<file path="src/rtl/dmem_port_arbiter.sv">
// ============================================================================
// Module   : dmem_port_arbiter
// Purpose  : Shares one data-memory port between the MEM stage and a debug port,
//            guaranteeing the debug side a slot within MAX_WAIT busy cycles.
// Options  : DMEM_ARB_PERF_EN adds saturating stall/debug-access counters.
// Revision : 1.0 - initial release
// ============================================================================
`default_nettype none

module dmem_port_arbiter #(
  parameter int WORD_WIDTH = 32,
  parameter int MAX_WAIT   = 4
) (
  input  logic                  clk,
  input  logic                  rst,
  // pipeline (primary) side
  input  logic                  p_ren,
  input  logic                  p_wen,
  input  logic [2:0]            p_type,
  input  logic [WORD_WIDTH-1:0] p_addr,
  input  logic [WORD_WIDTH-1:0] p_wd,
  output logic [WORD_WIDTH-1:0] p_rd,
  output logic                  p_stall,
  // debug / loader (secondary) side
  input  logic                  d_req,
  output logic                  d_rdy,
  input  logic                  d_wen,
  input  logic [2:0]            d_type,
  input  logic [WORD_WIDTH-1:0] d_addr,
  input  logic [WORD_WIDTH-1:0] d_wd,
  output logic                  d_ack,
  output logic [WORD_WIDTH-1:0] d_rd,
  // data memory side
  output logic                  m_wen,
  output logic [2:0]            m_type,
  output logic [WORD_WIDTH-1:0] m_addr,
  output logic [WORD_WIDTH-1:0] m_wd,
  input  logic [WORD_WIDTH-1:0] m_rd,
  // performance counters
  output logic [31:0]           perf_stall,
  output logic [31:0]           perf_dbg
);

  localparam int                 c_CNT_W    = $clog2(MAX_WAIT + 1);
  localparam logic [c_CNT_W-1:0] c_CNT_LAST = c_CNT_W'(MAX_WAIT - 1);

  typedef enum logic [0:0] {
    S_PIPE = 1'b0,
    S_DBG  = 1'b1
  } state_t;

  state_t                  r_state;
  state_t                  w_state_nxt;
  logic [c_CNT_W-1:0]      r_cnt;
  logic [c_CNT_W-1:0]      w_cnt_nxt;
  logic                    r_dbg_pend;
  logic                    r_hold_wen;
  logic [2:0]              r_hold_type;
  logic [WORD_WIDTH-1:0]   r_hold_addr;
  logic [WORD_WIDTH-1:0]   r_hold_wd;
  logic                    r_d_ack;
  logic [WORD_WIDTH-1:0]   r_d_rd;

  logic                    w_p_req;
  logic                    w_accept;
  logic                    w_dbg_done;
  logic                    w_m_wen;

  assign w_p_req  = p_ren | p_wen;
  assign d_rdy    = ~r_dbg_pend;
  assign w_accept = d_req & ~r_dbg_pend;

  assign p_rd  = m_rd;
  assign d_ack = r_d_ack;
  assign d_rd  = r_d_rd;
  // A store must never reach memory while the system is being reset.
  assign m_wen = w_m_wen & ~rst;

  always_comb begin
    w_state_nxt = r_state;
    w_cnt_nxt   = r_cnt;
    w_dbg_done  = 1'b0;
    p_stall     = 1'b0;
    w_m_wen     = p_wen;
    m_type      = p_type;
    m_addr      = p_addr;
    m_wd        = p_wd;
    case (r_state)
      S_PIPE: begin
        if (r_dbg_pend && (!w_p_req || r_cnt == c_CNT_LAST)) begin
          w_state_nxt = S_DBG;
        end else if (r_dbg_pend && w_p_req) begin
          w_cnt_nxt = r_cnt + 1'b1;
        end
      end
      S_DBG: begin
        w_m_wen     = r_hold_wen;
        m_type      = r_hold_type;
        m_addr      = r_hold_addr;
        m_wd        = r_hold_wd;
        p_stall     = w_p_req;
        w_dbg_done  = 1'b1;
        w_cnt_nxt   = '0;
        w_state_nxt = S_PIPE;
      end
      default: begin
        w_state_nxt = S_PIPE;
        w_cnt_nxt   = '0;
      end
    endcase
  end

  always_ff @(posedge clk) begin
    if (rst) begin
      r_state     <= S_PIPE;
      r_cnt       <= '0;
      r_dbg_pend  <= 1'b0;
      r_hold_wen  <= 1'b0;
      r_hold_type <= '0;
      r_hold_addr <= '0;
      r_hold_wd   <= '0;
      r_d_ack     <= 1'b0;
      r_d_rd      <= '0;
    end else begin
      r_state <= w_state_nxt;
      r_cnt   <= w_cnt_nxt;
      r_d_ack <= w_dbg_done;
      if (w_dbg_done) begin
        r_d_rd     <= m_rd;
        r_dbg_pend <= 1'b0;
      end else if (w_accept) begin
        r_hold_wen  <= d_wen;
        r_hold_type <= d_type;
        r_hold_addr <= d_addr;
        r_hold_wd   <= d_wd;
        r_dbg_pend  <= 1'b1;
      end
    end
  end

`ifdef DMEM_ARB_PERF_EN
  logic [31:0] r_perf_stall;
  logic [31:0] r_perf_dbg;

  always_ff @(posedge clk) begin
    if (rst) begin
      r_perf_stall <= '0;
      r_perf_dbg   <= '0;
    end else begin
      if (p_stall && r_perf_stall != 32'hFFFF_FFFF) begin
        r_perf_stall <= r_perf_stall + 32'd1;
      end
      if (w_dbg_done && r_perf_dbg != 32'hFFFF_FFFF) begin
        r_perf_dbg <= r_perf_dbg + 32'd1;
      end
    end
  end

  assign perf_stall = r_perf_stall;
  assign perf_dbg   = r_perf_dbg;
`else
  assign perf_stall = '0;
  assign perf_dbg   = '0;
`endif

endmodule

`default_nettype wire

</file>
<file path="config.mk">
export PLATFORM = sky130hd
export DESIGN_NAME = dmem_port_arbiter
export DESIGN_NICKNAME = d
export VERILOG_FILES = /design/src/rtl/dmem_port_arbiter.sv
export SDC_FILE = /design/constraint.sdc
export NUM_CORES = 1
export LEC_CHECK = 0
export ABC_AREA = 1
export BUFFER_PORTS_ARGS = -buffer_cell sky130_fd_sc_hd__buf_2
export CORE_AREA = 2 2 144 146
export CTS_BUF_LIST = sky130_fd_sc_hd__clkbuf_2
export DETAILED_ROUTE_END_ITERATION = 6
export DIE_AREA = 0 0 146 148
export HOLD_SLACK_MARGIN = 0.02
export MAX_ROUTING_LAYER = met4
export PLACE_DENSITY = 0.58
export SYNTH_ARGS = -nofsm -noshare
export SYNTH_HDL_FRONTEND = slang
export SYNTH_SLANG_ARGS = --single-unit
</file>
<file path="constraint.sdc">
create_clock -name clk -period 1.2 [get_ports clk]
set_input_delay 0.12 -clock clk [delete_from_list [all_inputs] [get_ports clk]]
set_output_delay 0.12 -clock clk [all_outputs]
set_load 0.005 [all_outputs]
</file>
-- Word-level counts from Yosys, hierarchy flattened
Cells that the tools add are included.
- logic and storage cells: 38
- flip-flop bits (word level): 106
- reductions and logical operators: 7
- bitwise operators: 7
- add/subtract/negate cells: 1
- eq/ne operators: 3
- muxes and demuxes: 11
- operators by type and width (kind ; number):
    2-to-1 mux 32 bit ; 2
    2-to-1 mux 3 bit ; 3
    case mux 3 bit (2 select lines) ; 1
    2-to-1 mux 1 bit ; 4
    != test 2 bit (second input constant) ; 2
    NOT 1 bit ; 4
    AND reduction 2 bit ; 2
    adder 3 x 1 -> 3 bit (second input constant) ; 1
    == test 3 x 2 -> 1 bit (second input constant) ; 1
    bitwise AND 1 bit ; 2
    logical AND 1 bit ; 2
    case mux 1 bit (2 select lines) ; 1
    OR reduction 2 bit ; 1
    zero test 1 bit ; 1
    logical OR 1 bit ; 1
    OR 1 bit ; 1

-- Depth between registers and ports, before layout
- word-level depth: 6
- gate-level depth with buffers: 8

-- Worst setup path before layout
OpenSTA, ideal clock, no wires.
- kind: register to register
- start: reg r_state
- end: reg r_hold_wd[17]
- arrival: 1.047 ns
- required time: 1.084 ns
- setup slack: 0.037 ns
- setup time: 0.116 ns
- stages on the path, launching flop included: 8
- path through: dfxtp_1 -> buf_4 -> inv_4 -> nand3_4 -> buf_6 -> clkbuf_4 -> o21ai_0 -> nor2_1
- word-level cells in the longest chain between the ends: 3
- ends and longest elaborated chain (element ; RTL line ; text):
    start, declared ; 52 ; state_t r_state;
    start signal, assigned ; 125 ; r_state <= w_state_nxt;
    2-to-1 mux 1 bit ; 88 ; case (r_state)
    NOT 1 bit (no source line) ; - ;
    AND reduction 2 bit (no source line) ; - ;
    end signal, assigned ; 135 ; r_hold_wd <= d_wd;
    end, declared ; 60 ; logic [WORD_WIDTH-1:0] r_hold_wd;
Every way passes these cells.
A chain may end at the register's enable or synchronous reset.

-- Final worst setup path
- start: reg r_state
- end: out m_wd[25]
- word-level cells in the longest chain between the ends: 1
- ends and longest elaborated chain (element ; RTL line ; text):
    2-to-1 mux 32 bit ; 88 ;
    end, declared ; 37 ; output logic [WORD_WIDTH-1:0] m_wd,
Every way passes these cells.

==> results.cfg <==
[run_status]
status = finished, violations left
violations = setup timing

[cts]
cts_hold_repair.buffers = 105
tritoncts = built
ctsRootBufferMaster = clkbuf_2
cts.clk_slew.worst_paths_ns = 0.30
insertion_delay_ns = 0.65
cts_buffers = 9
cts_buffer_depth = 2
htreeDepth = 3
clock-sinks = 106

[grt]
grt_usage_pct = 16.3
grt_start_max_net_pins = 40
grt_first_pass_wirelength_um = 27400
grt_overflow = 0
grt_pass1_vias = 5598
antenna_found_initial = 0

[die]
dieArea_um2 = 21600
io_pins = 371
die_height_um = 148
fp-row-count = 52
core_area_um2 = 20000
initial_core_util_pct = 25.7
die_w_um = 146

[synthesis]
synth_area_um2 = 5150
syn_inst = 723
synth_warnings = 0
synthDistinctLibCells = 24
synth-seq-area-share_pct = 41.2
ys_seq_elements = 106
syn_avg_cell_area_um2 = 7.13

[drt]
first_pass_iters = 4
vias = 5927
drc = 0
detail-route-antenna-nets = 0
routed_wirelength_um = 20700
vias_per_cell = 4.19
drtIter0Drc = 169
wire_per_inst_um = 14.6

[place]
portBuffers = 306
hpwlAfterDp_um = 12000
post_dp_cell_area_um2 = 6650
gp_congestion = 0.811

[layout]
final_common_cell = buf_2
nets = 1313
multi_input_area_um2 = 2610
syn2layout_area_growth_pct = 78.6
layout_common_cells = buf_2, nand2_1, nor2_1
fillers = 1918
drive_gt1_share_pct = 47.0
antenna_cells = 0
design_area_um2 = 9210
regArea_um2 = 2170

[timing]
slew_headroom_pct = 65.8
worst_slew_pin_slew_ns = 0.513
fmax_mhz = 531
fin_crit_sh_pct = 157
setup_tns_ns = -67.02
fin_skew_ns = 0.0498
rsz0062_at_grt = true
period_minus_slack_ns = 1.88
setup_viol = 184
timing.final.ws_setup_ns = -0.685
slew_violations = 0
hold_violations = 0

[pwr]
p_per_area_nw_per_um2 = 889
ir_drop_v = 0.000479
p_leak_nw = 4.67

[critical_path]
critPathLaunchType = flip-flop
crit_type = flip-flop to output pin
required_ns = 1.08
cp_max_fo = 7
setup.worst_path.start = r_state
crit_arrival_ns = 1.76
end_kind = output pin
worstReg2RegStart = r_state

[worst_hold_path]
min_path_type = input pin to flip-flop
hp-start = rst

[flow_run]
maxCapViolations = 0
==> Yosys cell counts <==
master | n | area (um^2)
clkbuf_1 | 18 | 67.6
buf_2 | 17 | 85.1
nand4_1 | 3 | 18.8
a22o_1 | 32 | 280
clkbuf_4 | 1 | 7.51
clkbuf_2 | 1 | 5.00
a211oi_1 | 1 | 7.51
nand2_1 | 210 | 788
nor2_2 | 1 | 6.26
nor2_1 | 141 | 529
a21oi_1 | 1 | 5.00
inv_4 | 1 | 6.26
o21ai_1 | 9 | 45.0
o21ai_0 | 60 | 300
buf_4 | 97 | 728
nand3_1 | 1 | 5.00
buf_6 | 4 | 45.0
inv_1 | 12 | 45.0
conb_1 | 1 | 3.75
dfxtp_1 | 106 | 2120
clkinv_1 | 1 | 3.75
ha_1 | 2 | 25.0
nand3_4 | 1 | 17.5
inv_2 | 2 | 7.51
==> kinds of logic (layout without fill, tap and decap cells) <==
family | count (synthesis) | in the layout | share of synthesized area, %
DFF | 106 | 106 | 41.2
adders and majority gates | 2 | 2 | 0.485
and+or+nand+nor | 357 | 357 | 26.5
AOI/OAI and AO/OA | 103 | 103 | 12.4
other | 1 | 64 | 0.0727
buffers and inverters | 154 | 512 | 19.4
==> worst max-delay path, cell delays in order (launching register included) <==
cell and delay [ns]:
dfxtp_4 0.50, clkinv_8 0.11, buf_12 0.16, buf_12 0.13
nand2_2 0.06, nand2_2 0.06, buf_6 0.11
==> through the flow <==
stage                     setup WS [ns]  hold WS [ns]  cells  util (%)  power (W)
after global routing             -0.796       -0.0355   1414      45.9    0.00866
after floorplan                  0.0370         0.245    786         -    0.00482
after detailed placement        -0.0812         0.347   1253      33.2    0.00532
final                            -0.685       0.00311   1414      45.9    0.00818
after CTS                        -0.713       -0.0653   1387      41.4    0.00784
after global placement           -0.106         0.340   1253      33.2    0.00530
==> timing repair <==
item / 4_1_cts / 5_1_grt
pin swaps: 8 / 4
gates resized for setup: 84 / 180
cloned: 6 / 21
endpoints found under the hold margin: 106 / 2
endpoints found under the setup margin: 107 / 186
setup buffers: 7 / 9
==> final timing paths <==
path	endpoint	slack, ns	cells past startpoint
worst min-delay path	r_dbg_pend	0.003	6
worst max-delay path	m_wd[25]	-0.68	6
worst min register to register	r_hold_wd[12]	0.51	2
worst max register to register	r_hold_addr[14]	-0.37	8
==> per-layer routing <==
layer / track usage, % / share of wire (%) / up-vias
met5: - / 0 / -
met4: 4.51 / 1.4 / 0
met3: 3.21 / 6.5 / 22
met2: 30.1 / 51 / 269
met1: 17.8 / 41 / 2679
li1: - / - / 2957
==> area by class of cell <==
cell class / count / share of cell area, %
clock inverter: 7 / 1.17
sequential: 106 / 23.6
tap: 270 / 3.67
timing repair buffer: 478 / 41.5
inverter: 16 / 0.992
timing repair inverter: 2 / 0.245
clock buffer: 9 / 0.489
multi-input combinational: 526 / 28.4
==> where the power goes <==
part           internal, W  switching [W]
sequential         0.00376       0.000129
clock             0.000732        0.00135
combinational      0.00120        0.00101
==> state kept, by name (all words and copies together), names as in the netlist <==
register / cells
d_ack: 1
d_rd: 32
r_cnt: 3
r_dbg_pend: 1
r_hold_addr: 32
r_hold_type: 3
r_hold_wd: 32
r_hold_wen: 1
r_state: 1
(Power assumes the default switching activity.)
